$ cat config.mk
export PLATFORM = sky130hd
export DESIGN_NAME = monitor_bus_initiator
export DESIGN_NICKNAME = d
export VERILOG_FILES = /design/src/rtl/monitor_bus_pkg.sv /design/src/rtl/bus_phase_timer.sv /design/src/rtl/monitor_bus_initiator.sv
export SDC_FILE = /design/constraint.sdc
export NUM_CORES = 1
export LEC_CHECK = 0
export ABC_AREA = 1
export CORE_MARGIN = 10
export CORE_UTILIZATION = 30
export CTS_CLUSTER_DIAMETER = 120
export DETAILED_ROUTE_END_ITERATION = 12
export PLACE_DENSITY = 0.51
export SYNTH_ARGS = -nofsm -noshare
export SYNTH_HDL_FRONTEND = slang
export SYNTH_SLANG_ARGS = --single-unit
$ cat constraint.sdc
create_clock -name clk_20mhz -period 2.2 [get_ports clk_20mhz]
set_input_delay 0.22 -clock clk_20mhz [delete_from_list [all_inputs] [get_ports clk_20mhz]]
set_output_delay 0.22 -clock clk_20mhz [all_outputs]
set_load 0.01 [all_outputs]
$ cat src/rtl/monitor_bus_pkg.sv
// Shared constants and FSM encoding for the option-slot bus initiator.
package monitor_bus_pkg;
  localparam logic [7:0] CMD_IRQ       = 8'h02;
  localparam logic [7:0] CMD_INIT      = 8'h10;
  localparam logic [7:0] CMD_ID        = 8'h20;
  localparam logic [7:0] CMD_VIDEO     = 8'h21;
  localparam logic [7:0] CMD_PREPARE   = 8'h22;
  localparam logic [7:0] CMD_SERIAL    = 8'h23;
  localparam logic [7:0] BUS_IDLE_BYTE = 8'hFF;

  typedef enum logic [2:0] {
    ST_IDLE, ST_CMD, ST_REG, ST_DATA, ST_DESEL, ST_RESP
  } state_e;

  // Read counter increment that sticks at FF.
  function automatic logic [7:0] sat_inc(input logic [7:0] v);
    return (v == 8'hFF) ? v : v + 8'd1;
  endfunction
endpackage

$ cat src/rtl/bus_phase_timer.sv
// clk_rw divider: HALF_DIV clocks low then HALF_DIV clocks high per bus cycle.
module bus_phase_timer #(
  parameter int HALF_DIV = 10
) (
  input  logic i_clk,
  input  logic i_rst_n,
  input  logic i_en,
  output logic o_clk_rw,
  output logic o_low_start,
  output logic o_high_end
);
  localparam logic [7:0] LAST = 8'(HALF_DIV - 1);

  logic [7:0] r_cnt;
  logic       r_phase;

  // Half-period counter; held in the low-half start position while disabled.
  always_ff @(posedge i_clk or negedge i_rst_n) begin
    if (!i_rst_n) begin
      r_cnt   <= '0;
      r_phase <= 1'b0;
    end else if (!i_en) begin
      r_cnt   <= '0;
      r_phase <= 1'b0;
    end else if (r_cnt == LAST) begin
      r_cnt   <= '0;
      r_phase <= ~r_phase;
    end else begin
      r_cnt <= r_cnt + 8'd1;
    end
  end

  assign o_clk_rw    = r_phase;
  assign o_low_start = i_en & ~r_phase & (r_cnt == 8'd0);
  assign o_high_end  = i_en &  r_phase & (r_cnt == LAST);
endmodule

$ cat src/rtl/monitor_bus_initiator.sv
// Monitor-side initiator: one host request -> cmd/reg/data/deselect bus cycles,
// with optional busy-polling of a read until a target value is returned.
module monitor_bus_initiator
  import monitor_bus_pkg::*;
#(
  parameter int HALF_DIV = 10,
  parameter int POLL_MAX = 64
) (
  input  logic       clk_20mhz,
  input  logic       reset_x,
  input  logic       req_valid,
  output logic       req_ready,
  input  logic [7:0] req_cmd,
  input  logic [7:0] req_reg,
  input  logic [7:0] req_wdata,
  input  logic       req_write,
  input  logic       req_poll,
  input  logic [7:0] req_poll_val,
  input  logic       req_slot_sel,
  output logic       rsp_valid,
  output logic [7:0] rsp_rdata,
  output logic       rsp_timeout,
  output logic [7:0] rsp_reads,
  output logic       clk_rw,
  output logic       ax_d,
  output logic       r_wx,
  output logic       slot_x_int_x,
  output logic [7:0] bus_data_out,
  output logic       bus_data_oe_x,
  input  logic [7:0] bus_data_in,
  input  logic       int_x,
  output logic       irq_pending
);
  localparam logic [7:0] PMAX = 8'(POLL_MAX);

  state_e     r_state, w_state_nxt;
  logic       r_started;
  logic [7:0] r_cmd, r_reg, r_wdata, r_pval;
  logic       r_write, r_poll, r_sel;
  logic [7:0] r_rdata, r_reads;
  logic       r_timeout;
  logic       r_sync1, r_sync2;
  logic       w_busy, w_low_start, w_high_end, w_accept;
  logic       w_rd_data, w_miss, w_retry;

  assign w_busy    = (r_state == ST_CMD) || (r_state == ST_REG) ||
                     (r_state == ST_DATA) || (r_state == ST_DESEL);
  assign w_accept  = req_valid & req_ready;
  // Poll on a write degenerates to a plain write.
  assign w_rd_data = (r_state == ST_DATA) & ~r_write;
  assign w_miss    = r_poll & (bus_data_in != r_pval);
  // r_reads already counts the read in flight (incremented at its low start).
  assign w_retry   = w_miss & (r_reads < PMAX);

  bus_phase_timer #(.HALF_DIV(HALF_DIV)) u_timer (
    .i_clk      (clk_20mhz),
    .i_rst_n    (reset_x),
    .i_en       (w_busy),
    .o_clk_rw   (clk_rw),
    .o_low_start(w_low_start),
    .o_high_end (w_high_end)
  );

  // State register.
  always_ff @(posedge clk_20mhz or negedge reset_x) begin
    if (!reset_x) r_state <= ST_IDLE;
    else          r_state <= w_state_nxt;
  end

  // Next state and bus levels; levels only move with state, i.e. at low-half start.
  always_comb begin
    w_state_nxt   = r_state;
    req_ready     = 1'b0;
    rsp_valid     = 1'b0;
    ax_d          = 1'b0;
    r_wx          = 1'b1;
    bus_data_out  = BUS_IDLE_BYTE;
    bus_data_oe_x = 1'b1;
    slot_x_int_x  = 1'b1;
    case (r_state)
      ST_IDLE: begin
        req_ready = r_started;
        if (req_valid && r_started) w_state_nxt = ST_CMD;
      end
      ST_CMD: begin
        bus_data_out  = r_cmd;
        bus_data_oe_x = 1'b0;
        slot_x_int_x  = ~r_sel;
        if (w_high_end) w_state_nxt = ST_REG;
      end
      ST_REG: begin
        r_wx          = ~r_write;
        bus_data_out  = r_reg;
        bus_data_oe_x = 1'b0;
        slot_x_int_x  = ~r_sel;
        if (w_high_end) w_state_nxt = ST_DATA;
      end
      ST_DATA: begin
        ax_d         = 1'b1;
        slot_x_int_x = ~r_sel;
        if (r_write) begin
          r_wx          = 1'b0;
          bus_data_out  = r_wdata;
          bus_data_oe_x = 1'b0;
        end
        if (w_high_end) w_state_nxt = (!r_write && w_retry) ? ST_CMD : ST_DESEL;
      end
      ST_DESEL: begin
        r_wx          = 1'b0;
        bus_data_oe_x = 1'b0;
        slot_x_int_x  = ~r_sel;
        if (w_high_end) w_state_nxt = ST_RESP;
      end
      ST_RESP: begin
        rsp_valid   = 1'b1;
        w_state_nxt = ST_IDLE;
      end
      default: w_state_nxt = ST_IDLE;
    endcase
  end

  // Request latch, read counter and response registers.
  always_ff @(posedge clk_20mhz or negedge reset_x) begin
    if (!reset_x) begin
      r_started <= 1'b0;
      r_cmd     <= '0;
      r_reg     <= '0;
      r_wdata   <= '0;
      r_pval    <= '0;
      r_write   <= 1'b0;
      r_poll    <= 1'b0;
      r_sel     <= 1'b0;
      r_rdata   <= BUS_IDLE_BYTE;
      r_reads   <= '0;
      r_timeout <= 1'b0;
    end else begin
      r_started <= 1'b1;
      if (w_accept) begin
        r_cmd     <= req_cmd;
        r_reg     <= req_reg;
        r_wdata   <= req_wdata;
        r_pval    <= req_poll_val;
        r_write   <= req_write;
        r_poll    <= req_poll;
        r_sel     <= req_slot_sel;
        r_rdata   <= BUS_IDLE_BYTE;
        r_reads   <= '0;
        r_timeout <= 1'b0;
      end
      if (w_rd_data && w_low_start) r_reads <= sat_inc(r_reads);
      if (w_rd_data && w_high_end) begin
        r_rdata <= bus_data_in;
        if (w_miss && !w_retry) r_timeout <= 1'b1;
      end
    end
  end

  // Two-flop synchroniser on the active-low card interrupt.
  always_ff @(posedge clk_20mhz or negedge reset_x) begin
    if (!reset_x) begin
      r_sync1 <= 1'b0;
      r_sync2 <= 1'b0;
    end else begin
      r_sync1 <= ~int_x;
      r_sync2 <= r_sync1;
    end
  end

  assign rsp_rdata   = r_rdata;
  assign rsp_timeout = r_timeout;
  assign rsp_reads   = r_reads;
  assign irq_pending = r_sync2;
endmodule

==> results.yml <==
route:
  ant_nets: 0
  dr_total_vias: 2630
  drc: 0
  drt_pre_antenna_iters: 4
  wl_per_cell_um: 14.63
  totalWireLength_mm: 8.601
  drtIter0Drc: 106
  vias_per_cell: 4.473
critical_path:
  crit_type: "flip-flop to primary output"
  endpoint_kind: "primary output"
  worst_path_largest_cell_delay_ns: 0.48
  critPathLaunchType: "flip-flop"
  regToRegStartpoint: "r_state[1]"
  timing.rr.end: "rsp_rdata[5]"
  worstPathCellList: "nor2_1, inv_2, buf_4, o21ai_0, inv_1, clkdlybuf4s50_1"
  crit_buf_inv: 4
  regToRegSetupSlack_ns: 0.59
  path_delay_family: "buffers and inverters"
  path_max_fanout: 6
  crit_slowest_cell: "clkdlybuf4s50_1"
  rr_worst_depth: 10
  cp_data_required_time_ns: 1.98
  critPathArrivalTime_ns: 1.86
pwr:
  p_leak_nw: 2.330
  p_int_mw: 4.200
  clkPwrFrac: 0.245
  p_comb_frac: 0.427
  powerDensity_nw_per_um2: 1341
  pwr-share-seq: 0.328
  netSwitchingFraction: 0.3414
  power_switching_mw: 2.178
  ir_drop_mv: 0.5787
logic_synthesis:
  yosysWarnings: 0
  seq_area_frac_synth: 0.4956
  synth_cell_type_count: 31
  synthCells: 347
  synth-seq-cells: 67
  synthesis.area_sq_um: 3403
  asyncSetResetFlopFracSynth: 1.000
  synth_fp_nets: 398
  ys.flop_type: "dfrtp_1"
  synth-edff-count: 0
  syn_area_per_cell_sq_um: 9.808
finish:
  fin_nets: 494
  final_area_sq_um: 4755
  drive_gt1_frac: 0.2076
  diodes: 0
  area_growth_pct: 39.71
  n_fill_cell: 1078
die:
  start_util: 0.3099
  fp.coreArea_sq_um: 10980
  dieArea_sq_um: 16000
  rows: 38
  die_h_um: 126.5
  io_pins: 80
  die-width_um: 126.5
placed_design:
  place_area_sq_um: 4365
  portBuffers: 79
  place_ws_ns: 0.2118
  dpl.hpwl_mm: 6.569
  gp_congestion: 0.7685
sta:
  setup-tns-final_ns: 0
  fmax_ghz: 0.4797
  slew_viol_final: 0
  fin_ws_ns: 0.1152
  min_period_ns: 2.085
  hold_violations: 0
  skew_ns: 0.005775
  setup_viol: 0
  fin_crit_sh: 0.9476
cts:
  clkTransAtPathRegs_ns: 0.05
  htree_levels: 3
  cts_buffers: 9
  clk-insertion-delay-late_ns: 0.32
  cts-root-buf: "clkbuf_16"
  clock-sinks: 67
  cts_tree: "built"
  clock_path_buffers: 2
min_path:
  min_from: "r_sync1"
  hold_path_class: "flip-flop to flip-flop"
  hold_depth: 0
  hold_end: "irq_pending"
global_routing:
  grt-ovfl-total: 0
  top_usage_layer: "met2"
  antenna_found_initial: 0
  grt_start_max_net_pins: 32
  use_met2: 0.1622
  met1_usage: 0.1357
  grt_pass1_vias: 2788
  grt.total_usage: 0.1088
  grt_pass1_wl_mm: 14.33
  grtUsageMet3: 0.04915
outcome:
  status: "finished clean"
run:
  maxCapViolCount: 0
worst max-delay path by stage:
stage | to | from | slack, ns | depth (start not counted)
2_1_floorplan | r_cmd[0] | r_state[0] | 0.74 | 6
3_3_place_gp | bus_data_out[1] | r_state[1] | 0.23 | 8
3_5_place_dp | bus_data_out[0] | r_state[1] | 0.21 | 8
4_1_cts | bus_data_out[7] | r_state[2] | 0.02 | 6
5_1_grt | bus_data_oe_x | r_state[1] | -0.002 | 8
6_report | r_wx | r_state[2] | 0.12 | 6
stage by stage:
stage	hold slack (ns)	total power, mW	utilization	instances
final	0.3524	6.377	0.4329	588
after global routing	0.3726	6.872	0.4329	588
after CTS	0.3522	6.471	0.4296	586
after detailed placement	0.2199	4.867	0.3975	567
after global placement	0.2245	4.828	0.3975	567
after floorplan	-0.07559	3.717	-	347
cell families (layout without fill, tap and decap cells):
family	Yosys count	after routing	synth area share
adders and majority gates	4	4	0.01471
xor gates and xnor gates	11	11	0.02831
DFF	67	67	0.4956
and+or+nand+nor	160	160	0.2158
muxes	31	31	0.1346
AOI/OAI and AO/OA	34	34	0.05368
other	1	1	0.001102
buffers and inverters	39	140	0.05625
Yosys cell counts (4+ instances only):
cell type / count / share of area
a21oi_1: 16 / 0.024
buf_6: 6 / 0.020
dfrtp_1: 59 / 0.43
dfstp_2: 8 / 0.062
ha_1: 4 / 0.015
inv_1: 27 / 0.030
inv_2: 5 / 0.0055
mux2_4: 29 / 0.13
nand2_1: 64 / 0.071
nand2_2: 4 / 0.0074
nand2_4: 4 / 0.013
nand3_1: 25 / 0.037
nor2_1: 49 / 0.054
o21ai_0: 14 / 0.021
xnor2_1: 5 / 0.013
xor2_1: 6 / 0.015
routing by layer:
| layer | up-vias | part of all wire |
|---|---|---|
| li1 | 1318 | - |
| met1 | 1245 | 0.45 |
| met2 | 58 | 0.45 |
| met3 | 9 | 0.080 |
| met4 | 0 | 0.013 |
| met5 | - | 0 |
power by group through the flow:
stage	clock network, mW	registers, mW	logic [mW]
floorplan	0	2.02	1.70
global placement	0	2.11	2.72
detailed placement	0	2.10	2.77
CTS	1.61	2.09	2.77
global route	1.67	2.16	3.04
finish	1.56	2.09	2.72
placed cells by master, fill, tap and decap left out, types with 9 or more instances in the layout:
cell type        instances
clkbuf_16                9
dfrtp_1                 57
mux2_4                  29
buf_4                   10
o21ai_0                 14
nand3_1                 25
clkdlybuf4s50_1         70
a21oi_1                 16
nor2_1                  49
nand2_1                 63
inv_1                   25
what timing repair did:
action                                  4_1_cts  5_1_grt
endpoints found under the setup margin        8        6
gates cloned                                  0        1
pin swaps                                     0        0
hold endpoints to repair                     16        0
setup buffers                                 2        1
gates resized for setup                       7        8
hold buffers                                  1        0
area by class of cell:
type                    count  area (sq um)  area share
clock inverters             4         72.57     0.01526
well taps                 140         175.2     0.03684
clock buffers              12         256.5     0.05395
multi-input cells         241          1534      0.3226
inverters                  32         120.1     0.02526
flip-flops and latches     67          1689      0.3553
repair inverters            1         7.507    0.001579
repair buffers             91         899.6      0.1892
(Power assumes the default switching activity.)
